$ cat src/rtl/dsi_phy_pkg.sv
// Shared definitions for the D-PHY HS lane sequencing logic.
package dsi_phy_pkg;

    localparam int LANES_MAX = 4;
    localparam int TIM_W     = 8;

    localparam logic [TIM_W-1:0] TIM_ONE = TIM_W'(1);

    typedef enum logic [3:0] {
        ST_IDLE        = 4'd0,
        ST_CLK_START   = 4'd1,
        ST_CLK_PRE     = 4'd2,
        ST_IDLE_CLK    = 4'd3,
        ST_DATA_START  = 4'd4,
        ST_DATA_ACTIVE = 4'd5,
        ST_DATA_TRAIL  = 4'd6,
        ST_CLK_POST    = 4'd7,
        ST_CLK_TRAIL   = 4'd8,
        ST_DONE        = 4'd9
    } hs_state_e;

    // Counter preload for a cycle count; 0 is treated as 1 so the counter never wraps.
    function automatic logic [TIM_W-1:0] tim_load(input logic [TIM_W-1:0] cfg);
        return (cfg == '0) ? '0 : (cfg - TIM_ONE);
    endfunction

endpackage

$ cat src/rtl/dphy_tim_cnt.sv
// Load / saturating decrement / zero-flag timer used for the clk-pre and clk-post gaps.
module dphy_tim_cnt
    import dsi_phy_pkg::*;
(
    input  logic             clk,
    input  logic             rst,
    input  logic             load,
    input  logic [TIM_W-1:0] load_val,
    input  logic             dec,
    output logic             zero
);

    logic [TIM_W-1:0] cnt_q;
    logic [TIM_W-1:0] cnt_d;

    // Next count: load has priority; decrement stops at zero.
    always_comb begin
        cnt_d = cnt_q;
        if (load) begin
            cnt_d = load_val;
        end else if (dec && (cnt_q != '0)) begin
            cnt_d = cnt_q - TIM_ONE;
        end
    end

    // Count register.
    always_ff @(posedge clk) begin
        if (rst) begin
            cnt_q <= '0;
        end else begin
            cnt_q <= cnt_d;
        end
    end

    assign zero = (cnt_q == '0);

endmodule

$ cat src/rtl/dphy_hs_lanes_ctrl.sv
// Sequences the HS clock lane and the enabled HS data lanes for each burst.
//
// state          | meaning
// ST_IDLE        | clock lane stopped, no burst
// ST_CLK_START   | one-cycle start request to the clock lane
// ST_CLK_PRE     | waiting clk-pre cycles before data lanes start
// ST_IDLE_CLK    | clock lane running in HS, no burst
// ST_DATA_START  | one-cycle start request to enabled data lanes
// ST_DATA_ACTIVE | bytes flowing; upstream fin forwarded to lanes
// ST_DATA_TRAIL  | collecting fin_acks from all enabled lanes
// ST_CLK_POST    | waiting clk-post cycles before stopping the clock lane
// ST_CLK_TRAIL   | clock lane fin request held until acknowledged
// ST_DONE        | one-cycle burst-complete pulse
module dphy_hs_lanes_ctrl
    import dsi_phy_pkg::*;
#(
    parameter int LANES = 4
) (
    input  logic             clk,
    input  logic             rst,
    input  logic [1:0]       cfg_lanes_num,
    input  logic [TIM_W-1:0] cfg_clk_pre,
    input  logic [TIM_W-1:0] cfg_clk_post,
    input  logic             cfg_clk_cont,
    input  logic             hs_start_rqst,
    input  logic             hs_fin_rqst,
    output logic             hs_data_rqst,
    output logic             hs_busy,
    output logic             hs_done,
    output logic             clk_lane_start,
    output logic             clk_lane_fin,
    input  logic             clk_lane_fin_ack,
    output logic [LANES-1:0] dl_start,
    output logic [LANES-1:0] dl_fin,
    input  logic [LANES-1:0] dl_data_rqst,
    input  logic [LANES-1:0] dl_fin_ack
);

    hs_state_e        state_q, state_d;
    logic [LANES-1:0] en_q, en_d;
    logic [LANES-1:0] ack_q, ack_d;
    logic             pend_q, pend_d;
    logic             clk_run_q, clk_run_d;

    logic [LANES-1:0] en_cfg;
    logic             ack_all;
    logic             pre_load, pre_dec, pre_zero;
    logic             post_load, post_dec, post_zero;
    logic             unused_data_rqst;

    // Only lane 0 paces upstream; the other strobes are identical copies.
    assign unused_data_rqst = ^dl_data_rqst;

    // Enable mask from the configured lane count; lanes above LANES do not exist.
    always_comb begin
        en_cfg = '0;
        for (int i = 0; i < LANES; i++) begin
            en_cfg[i] = (i <= int'(cfg_lanes_num));
        end
    end

    assign ack_all = (((ack_q | dl_fin_ack) & en_q) == en_q);

    dphy_tim_cnt u_pre_cnt (
        .clk      (clk),
        .rst      (rst),
        .load     (pre_load),
        .load_val (tim_load(cfg_clk_pre)),
        .dec      (pre_dec),
        .zero     (pre_zero)
    );

    dphy_tim_cnt u_post_cnt (
        .clk      (clk),
        .rst      (rst),
        .load     (post_load),
        .load_val (tim_load(cfg_clk_post)),
        .dec      (post_dec),
        .zero     (post_zero)
    );

    // Next-state and output decode from the registered state.
    always_comb begin
        state_d        = state_q;
        en_d           = en_q;
        ack_d          = ack_q;
        pend_d         = pend_q;
        clk_run_d      = clk_run_q;
        pre_load       = 1'b0;
        pre_dec        = 1'b0;
        post_load      = 1'b0;
        post_dec       = 1'b0;
        hs_data_rqst   = 1'b0;
        hs_busy        = 1'b1;
        hs_done        = 1'b0;
        clk_lane_start = 1'b0;
        clk_lane_fin   = 1'b0;
        dl_start       = '0;
        dl_fin         = '0;
        unique case (state_q)
            ST_IDLE: begin
                hs_busy = 1'b0;
                en_d    = en_cfg;
                if (hs_start_rqst || cfg_clk_cont) begin
                    pend_d  = hs_start_rqst;
                    state_d = ST_CLK_START;
                end
            end
            ST_CLK_START: begin
                clk_lane_start = 1'b1;
                clk_run_d      = 1'b1;
                pre_load       = 1'b1;
                state_d        = ST_CLK_PRE;
            end
            ST_CLK_PRE: begin
                if (pre_zero) begin
                    state_d = (pend_q || hs_start_rqst) ? ST_DATA_START : ST_IDLE_CLK;
                end else begin
                    pre_dec = 1'b1;
                end
            end
            ST_IDLE_CLK: begin
                hs_busy = 1'b0;
                en_d    = en_cfg;
                if (hs_start_rqst) begin
                    state_d = ST_DATA_START;
                end else if (!cfg_clk_cont) begin
                    post_load = 1'b1;
                    state_d   = ST_CLK_POST;
                end
            end
            ST_DATA_START: begin
                dl_start = en_q;
                ack_d    = '0;
                pend_d   = 1'b0;
                state_d  = ST_DATA_ACTIVE;
            end
            ST_DATA_ACTIVE: begin
                dl_fin       = en_q & {LANES{hs_fin_rqst}};
                hs_data_rqst = dl_data_rqst[0];
                if (hs_fin_rqst) begin
                    state_d = ST_DATA_TRAIL;
                end
            end
            ST_DATA_TRAIL: begin
                ack_d = ack_q | (dl_fin_ack & en_q);
                if (ack_all) begin
                    if (cfg_clk_cont) begin
                        state_d = ST_DONE;
                    end else begin
                        post_load = 1'b1;
                        state_d   = ST_CLK_POST;
                    end
                end
            end
            ST_CLK_POST: begin
                if (post_zero) begin
                    state_d = ST_CLK_TRAIL;
                end else begin
                    post_dec = 1'b1;
                end
            end
            ST_CLK_TRAIL: begin
                clk_lane_fin = 1'b1;
                if (clk_lane_fin_ack) begin
                    clk_run_d = 1'b0;
                    state_d   = ST_DONE;
                end
            end
            ST_DONE: begin
                hs_done = 1'b1;
                state_d = clk_run_q ? ST_IDLE_CLK : ST_IDLE;
            end
            default: begin
                hs_busy = 1'b0;
                state_d = ST_IDLE;
            end
        endcase
    end

    // State, enable mask, ack latches and burst bookkeeping.
    always_ff @(posedge clk) begin
        if (rst) begin
            state_q   <= ST_IDLE;
            en_q      <= '0;
            ack_q     <= '0;
            pend_q    <= 1'b0;
            clk_run_q <= 1'b0;
        end else begin
            state_q   <= state_d;
            en_q      <= en_d;
            ack_q     <= ack_d;
            pend_q    <= pend_d;
            clk_run_q <= clk_run_d;
        end
    end

endmodule

$ cat config.mk
export PLATFORM = sky130hd
export DESIGN_NAME = dphy_hs_lanes_ctrl
export DESIGN_NICKNAME = d
export VERILOG_FILES = /design/src/rtl/dsi_phy_pkg.sv /design/src/rtl/dphy_tim_cnt.sv /design/src/rtl/dphy_hs_lanes_ctrl.sv
export SDC_FILE = /design/constraint.sdc
export NUM_CORES = 1
export LEC_CHECK = 0
export ABC_AREA = 1
export BUFFER_PORTS_ARGS = -buffer_cell sky130_fd_sc_hd__buf_4
export CAP_MARGIN = 20
export CORE_ASPECT_RATIO = 1.5
export CORE_MARGIN = 2
export CORE_UTILIZATION = 34
export DETAILED_ROUTE_END_ITERATION = 10
export GPL_ROUTABILITY_DRIVEN = 1
export HOLD_SLACK_MARGIN = 0.12
export PLACE_DENSITY = 0.6
export RECOVER_POWER = 50
export SLEW_MARGIN = 20
export SYNTH_ARGS = -nofsm -noshare
export SYNTH_HDL_FRONTEND = slang
export SYNTH_SLANG_ARGS = --single-unit
$ cat constraint.sdc
create_clock -name clk -period 3.6 [get_ports clk]
set_clock_uncertainty 0.2 [all_clocks]
set_input_delay 0 -clock clk [delete_from_list [all_inputs] [get_ports clk]]
set_output_delay 0 -clock clk [all_outputs]
set_load 0.02 [all_outputs]
Word-level counts from Yosys, hierarchy flattened
Cells that the tools add are included.
W data, S select, Z words.
{"block": "op_classes", "add_sub_neg": 4, "n_reduce_logical": 21, "n_bitwise": 5, "n_eq_ne": 17, "magnitude_cmp": 3, "mux": 38}
{"op": "$mux W8", "count": 6}
{"op": "$mux W4", "count": 11}
{"op": "$pmux W4 S10", "count": 1}
{"op": "$logic_not A8 Y1", "count": 4}
{"op": "$sub A8 B1 Y8 const B", "count": 4}
{"op": "$eq A4 B3 Y1 const B", "count": 4}
{"op": "$reduce_bool A8 Y1", "count": 2}
{"op": "$mux W1", "count": 14}
{"op": "$and A4 B4 Y4", "count": 3}
{"op": "$ne A2 B2 Y1 const B", "count": 6}
{"op": "$reduce_bool A2 Y1", "count": 5}
{"op": "$eq A4 B2 Y1 const B", "count": 2}
{"op": "$eq A4 B4 Y1 const B", "count": 2}
{"op": "$or A4 B4 Y4", "count": 2}
{"op": "$pmux W4 S2", "count": 1}
{"op": "$reduce_or A8 Y1", "count": 1}
{"op": "$reduce_and A7 Y1", "count": 1}
{"op": "$pmux W1 S2", "count": 3}
{"op": "$eq A4 B1 Y1 const B", "count": 1}
{"op": "$eq A4 B4 Y1", "count": 1}
{"op": "$le A2 B2 Y1 const A", "count": 2}
{"op": "$logic_not A4 Y1", "count": 1}
{"op": "$reduce_and A2 Y1", "count": 2}
{"op": "$mux W3", "count": 1}
{"op": "6 further kinds", "count": 8}
{"block": "totals", "reg_bits": 30, "elab_cells": 95, "inputBits": 32, "out_inout_bits": 13}

Logic depth before layout (Yosys ltp)
{"block": "logic_depth", "depth_word": 6, "depth_mapped": 11, "depth_no_buf": 11}

Cells and area by module
A second synthesis with hierarchy kept.
{"block": "unflattened", "hier_cells": 440, "area_unflattened_um2": 2469.9}
{"module": "dphy_hs_lanes_ctrl", "n_inst": 1, "cells_each": 232, "seq_area_each_um2": 280.3, "area_each_um2": 1268.7}
{"module": "dphy_tim_cnt", "n_inst": 2, "cells_each": 104, "seq_area_each_um2": 160.2, "area_each_um2": 600.6}

Least setup slack after synthesis
OpenSTA, ideal clock, no wires.
{"block": "synth_path", "path_type": "register to register", "start": "register state_q[0]", "end": "register state_q[1]", "required_time_ns": 3.336, "period_less_slack_ns": 1.765, "slack_ns": 1.835, "arrival_time_ns": 1.501, "setup_time_ns": 0.064, "stages_incl_launch_ff": 9, "path_buffers": 0, "path_cell_list": "dfxtp_1 > nand2_2 > nor3_1 > nand2_1 > nand3_1 > nor2_1 > nand3_1 > nand2_1 > nor2_1"}
{"block": "synth_between", "elab_chain_cells": 3, "elab_cells_between_ends": 19, "classes_between": "eq/ne: 16; mux: 1; reduce/logical: 2"}
{"item": "start, declared", "line": "dphy_hs_lanes_ctrl.sv:39", "rtl": "hs_state_e state_q, state_d;"}
{"item": "start signal, assigned", "line": "dphy_hs_lanes_ctrl.sv:190", "rtl": "state_q <= state_d;"}
{"item": "$eq A4 B2 Y1 (tied with other cells)", "line": "dphy_hs_lanes_ctrl.sv:100", "rtl": "unique case (state_q)"}
{"item": "$ne A3 B3 Y1 (no line) or $ne A2 B2 Y1 (tied branches)"}
{"item": "$reduce_and A7 Y1 (no line)"}
Several ways; a longest one is shown, not always the timed one.
A chain may end at the register's enable or synchronous reset.

Worst setup path in the final report
{"block": "layout_path", "start": "input cfg_clk_pre[0]", "end": "register u_pre_cnt.cnt_q[7]"}
{"block": "layout_between", "elab_chain_cells": 3, "elab_cells_between_ends": 4, "classes_between": "add/sub: 1; mux: 2; reduce/logical: 1"}
{"item": "start, declared", "line": "dphy_hs_lanes_ctrl.sv:22", "rtl": "input logic [TIM_W-1:0] cfg_clk_pre,"}
{"item": "$sub A8 B1 Y8 or $logic_not A8 Y1 (tied branches)", "line": "dsi_phy_pkg.sv:24", "rtl": "return (cfg == '0) ? '0 : (cfg - TIM_ONE);"}
{"item": "$mux W8 (*)", "line": "dsi_phy_pkg.sv:24"}
{"item": "$mux W8 (*)", "line": "dphy_tim_cnt.sv:19", "rtl": "if (load) begin"}
{"item": "end signal, assigned", "line": "dphy_tim_cnt.sv:31", "rtl": "cnt_q <= cnt_d;"}
{"item": "end, declared", "line": "dphy_tim_cnt.sv:13", "rtl": "logic [TIM_W-1:0] cnt_q;"}
Every way passes the cells marked *; elsewhere a longest branch is shown, timed or not.

==> impl_results.md <==
- Outcome: completed
- Syn_nets: 436
- Clock share of power: about a fifth
- Global-route wire length before repair: around 11 mm
- Clk_lat worst skew: 0.29 ns
- Number of remaining DRC errors: 0
- Via count: around 2,700
- Placed Instances: between 500 and 600
- CP delay by family, top: buffers and inverters
- Die height: between 100 and 150 um
- All-Layer GR Usage: between 10% and 20%
- Syn. warnings: 0
- Net switching power: about 780 uW
- Non-Filler Instances: 555
- CP arrival: 2.64 ns
- Mapped Area: between 2000 and 2500 sq um
- Setup Viol. Count Final: 0
- Final Core Density: 46.4%
- Area leader, netlist: dfxtp_1
- Cell Pwr Density: approximately 550 nW/um^2
- Post-synth top area share: around 26%
- Routed wl met3: between 150 and 200 um
- Share of layout cells above drive strength 1: 11.9%
- Fin crit share: between 70% and 80%
- Synthesized instance count: roughly 400
- Initial antenna violation count: 0
- Clk slew on worst S/H paths: roughly 0.080 ns
- Max-cap viol count: 0
- Ys flop type: dfxtp_1
- Type of the worst setup path: input pin to flop
- Remaining antenna violation count: 0
- Layout Nets: a little over 500
- Detailed Route Iter0 Violations: roughly 140
- DP Area: approximately 2700 sq um
- Row Count: 37
- CP Capture Type: flop
- Final WL: approximately 6.6 mm
- Post-synth top cells: nand2_1 (77), nor2_1 (70), inv_1 (63)
- CTS max path bufs: 2
- Pleak: about 1.5 nW
- Slew HR: approximately 57%
- Most frequent CP cell: nand3_1
- Vias per cell: 4.92
- Final hold vios: 0
- Most common cell in the netlist: nand2_1
- Unique masters post-synth: 33
- RePlAce Congestion: about 0.86
- Post-CTS sizing: 0
- Die area: approximately 7600 sq um
- Peak VDD IR: around 0.00023 V
- Core Area: 6760 sq um
- Syn Area/Cell: 5.93 sq um
- Max Used Layer: met4
- Clock root buffer: clkbuf_8
- Crit Path Max Fanout: 4
- Post-layout min period: ~2.6 ns
- Startpoint types: input pin
- DP HPWL: 5.00 mm
- Combinational Power Share: between 50% and 60%
- Fmax: approximately 380 MHz
- Internal: about 950 uW
- Max incr delay on CP: 0.56 ns
- Fin area: ~3100 sq um
- Port Buf Inserts: slightly above 40
- Inserted Clock Buffers: 5
- CTS tree: done
- DRT Pass-1 Iters: 4
- Post-synth EDFFs: 0
- Clk sinks: 30
- Worst-path cell chain: dlygate4sd3_1 > buf_4 > inv_1 > nand3_1 > nor2_1 > nand3_1 > nand2_1 > dlygate4sd3_1 > nand3_1 > dlygate4sd3_1 > nand3_1 > nand2_1 > inv_1
- Met1 Routed Length: 2.59 mm
- Grt ovf: 0
- Critical-path top delay cell: dlygate4sd3_1
- Top area cells in the synthesized netlist: dfxtp_1 (26%), nand2_1 (12%), nor2_1 (11%)
- CTS H-tree depth: 2
- Asr flop ratio synth: 0%
- RSZ-0062 raised after global routing: false
- Die width: about 70 um
- Fin. max-slew vios: 0
- Avg WL per Cell: roughly 12 um
- Class of the worst hold path: input pin to flop
- Setup tns final: 0 ns
- Buf/Inv on CP: 6
- Boundary pin count: 45
- Slew @ Worst Pin: roughly 0.65 ns
- Largest net degree at the start of global routing: 17
- Register area share after synthesis: roughly a quarter
- Flop pwr share: roughly 28%
- WL met2: 3.66 mm
- CP Data Required Time: 3.64 ns
- Layout area overhead: 33.6%
- Initial core utilization: between 30% and 40%
- Diodes inserted: 0
- Net Sw Frac: 45.2%
- Synthesized flop and latch total: 30
- Vias in the first global route: around 2,700
## state kept, by name (all words and copies together), names as in the netlist
name / flops
u_pre_cnt.cnt_q: 8
state_q: 4
pend_q: 1
u_post_cnt.cnt_q: 8
clk_run_q: 1
ack_q: 4
en_q: 4
## path summary, 6_finish.rpt
| check | startpoint | end | slack (ns) | cells past startpoint |
|---|---|---|---|---|
| setup / recovery | cfg_clk_pre[0] | u_pre_cnt.cnt_q[7]$_SDFFE_PP0P_ | 1.00 | 13 |
| hold / removal | cfg_clk_post[6] | u_post_cnt.cnt_q[0]$_SDFFE_PP0P_ | 0.13 | 5 |
| setup reg to reg | state_q[0]$_SDFFE_PP0P_ | u_pre_cnt.cnt_q[7]$_SDFFE_PP0P_ | 1.03 | 9 |
| hold reg to reg | ack_q[2]$_SDFFE_PP0P_ | ack_q[2]$_SDFFE_PP0P_ | 0.25 | 2 |
## worst register-to-register path, stage by stage (launching register included)
cell and delay (ns):
dfxtp_1 0.43, nand2_1 0.16, nor2_1 0.54, inv_4 0.13, nor2_4 0.22, nand3_1 0.10
dlygate4sd3_1 0.56, nand3_1 0.08, nand2_1 0.05, inv_1 0.05
## power by group through the flow
stage                     Sequential [mW]  Combinational (mW)  Clock [mW]
after CTS                           0.478               0.938       0.351
final                               0.478               0.902       0.345
after detailed placement            0.485               0.893           0
after global placement              0.485               0.885           0
after floorplan                     0.469               0.694           0
after global routing                0.489                1.04       0.364
## cells in the final DEF, fill, tap and decap left out, drive strengths merged
master       count
xnor2            1
a211oi           1
buf             30
ha               8
nand3b           1
nor3            10
bufinv           1
dfxtp           30
nand4            7
o21bai           2
nor3b            1
nand2           84
inv             70
nand3           38
a31oi            2
xor2             8
clkbuf          16
nor2            75
clkinv           2
a22oi            1
dlygate4sd3     35
o22ai            1
a21oi           24
o21ai           29
## area by class of cell
| class | instances | area (sq um) |
|---|---|---|
| Fill cell | 712 | 3620 |
| Inverter | 70 | 265 |
| Tap cell | 78 | 97.6 |
| Clock buffer | 5 | 68.8 |
| Timing Repair Buffer | 76 | 617 |
| Sequential cell | 30 | 601 |
| Clock inverter | 3 | 40.0 |
| Multi-Input combinational cell | 293 | 1450 |
## cells by family (layout without fill, tap and decap cells)
kind of cell,Yosys count,count (layout),share of synthesized area (%)
and+or+nand+nor,216,216,41.1
adders and majority gates,8,8,4.26
DFF,30,30,25.6
AOI/OAI and AO/OA,60,60,13.7
buffers and inverters,73,154,12.0
xor gates and xnor gates,9,9,3.36
## repair_timing
action                                 in CTS  in global routing
buffers inserted                            0                  0
endpoints found under the hold margin      28                  0
hold buffers                               35                  0
## stage by stage
stage / worst slack [ns] / power, mW / hold slack (ns)
finish: 1.00 / 1.73 / 0.127
global route: 0.817 / 1.89 / 0.148
CTS: 1.02 / 1.77 / 0.127
detailed placement: 1.74 / 1.38 / 0.00154
global placement: 1.76 / 1.37 / -0.0115
floorplan: 1.84 / 1.16 / -0.111
## per-layer routing
layer / vias up / GRT usage [%]
met5: - / 0
met4: 0 / 6.33
met3: 13 / 2.77
met2: 50 / 35.2
met1: 1247 / 19.5
li1: 1423 / -
(Power assumes the default switching activity.)
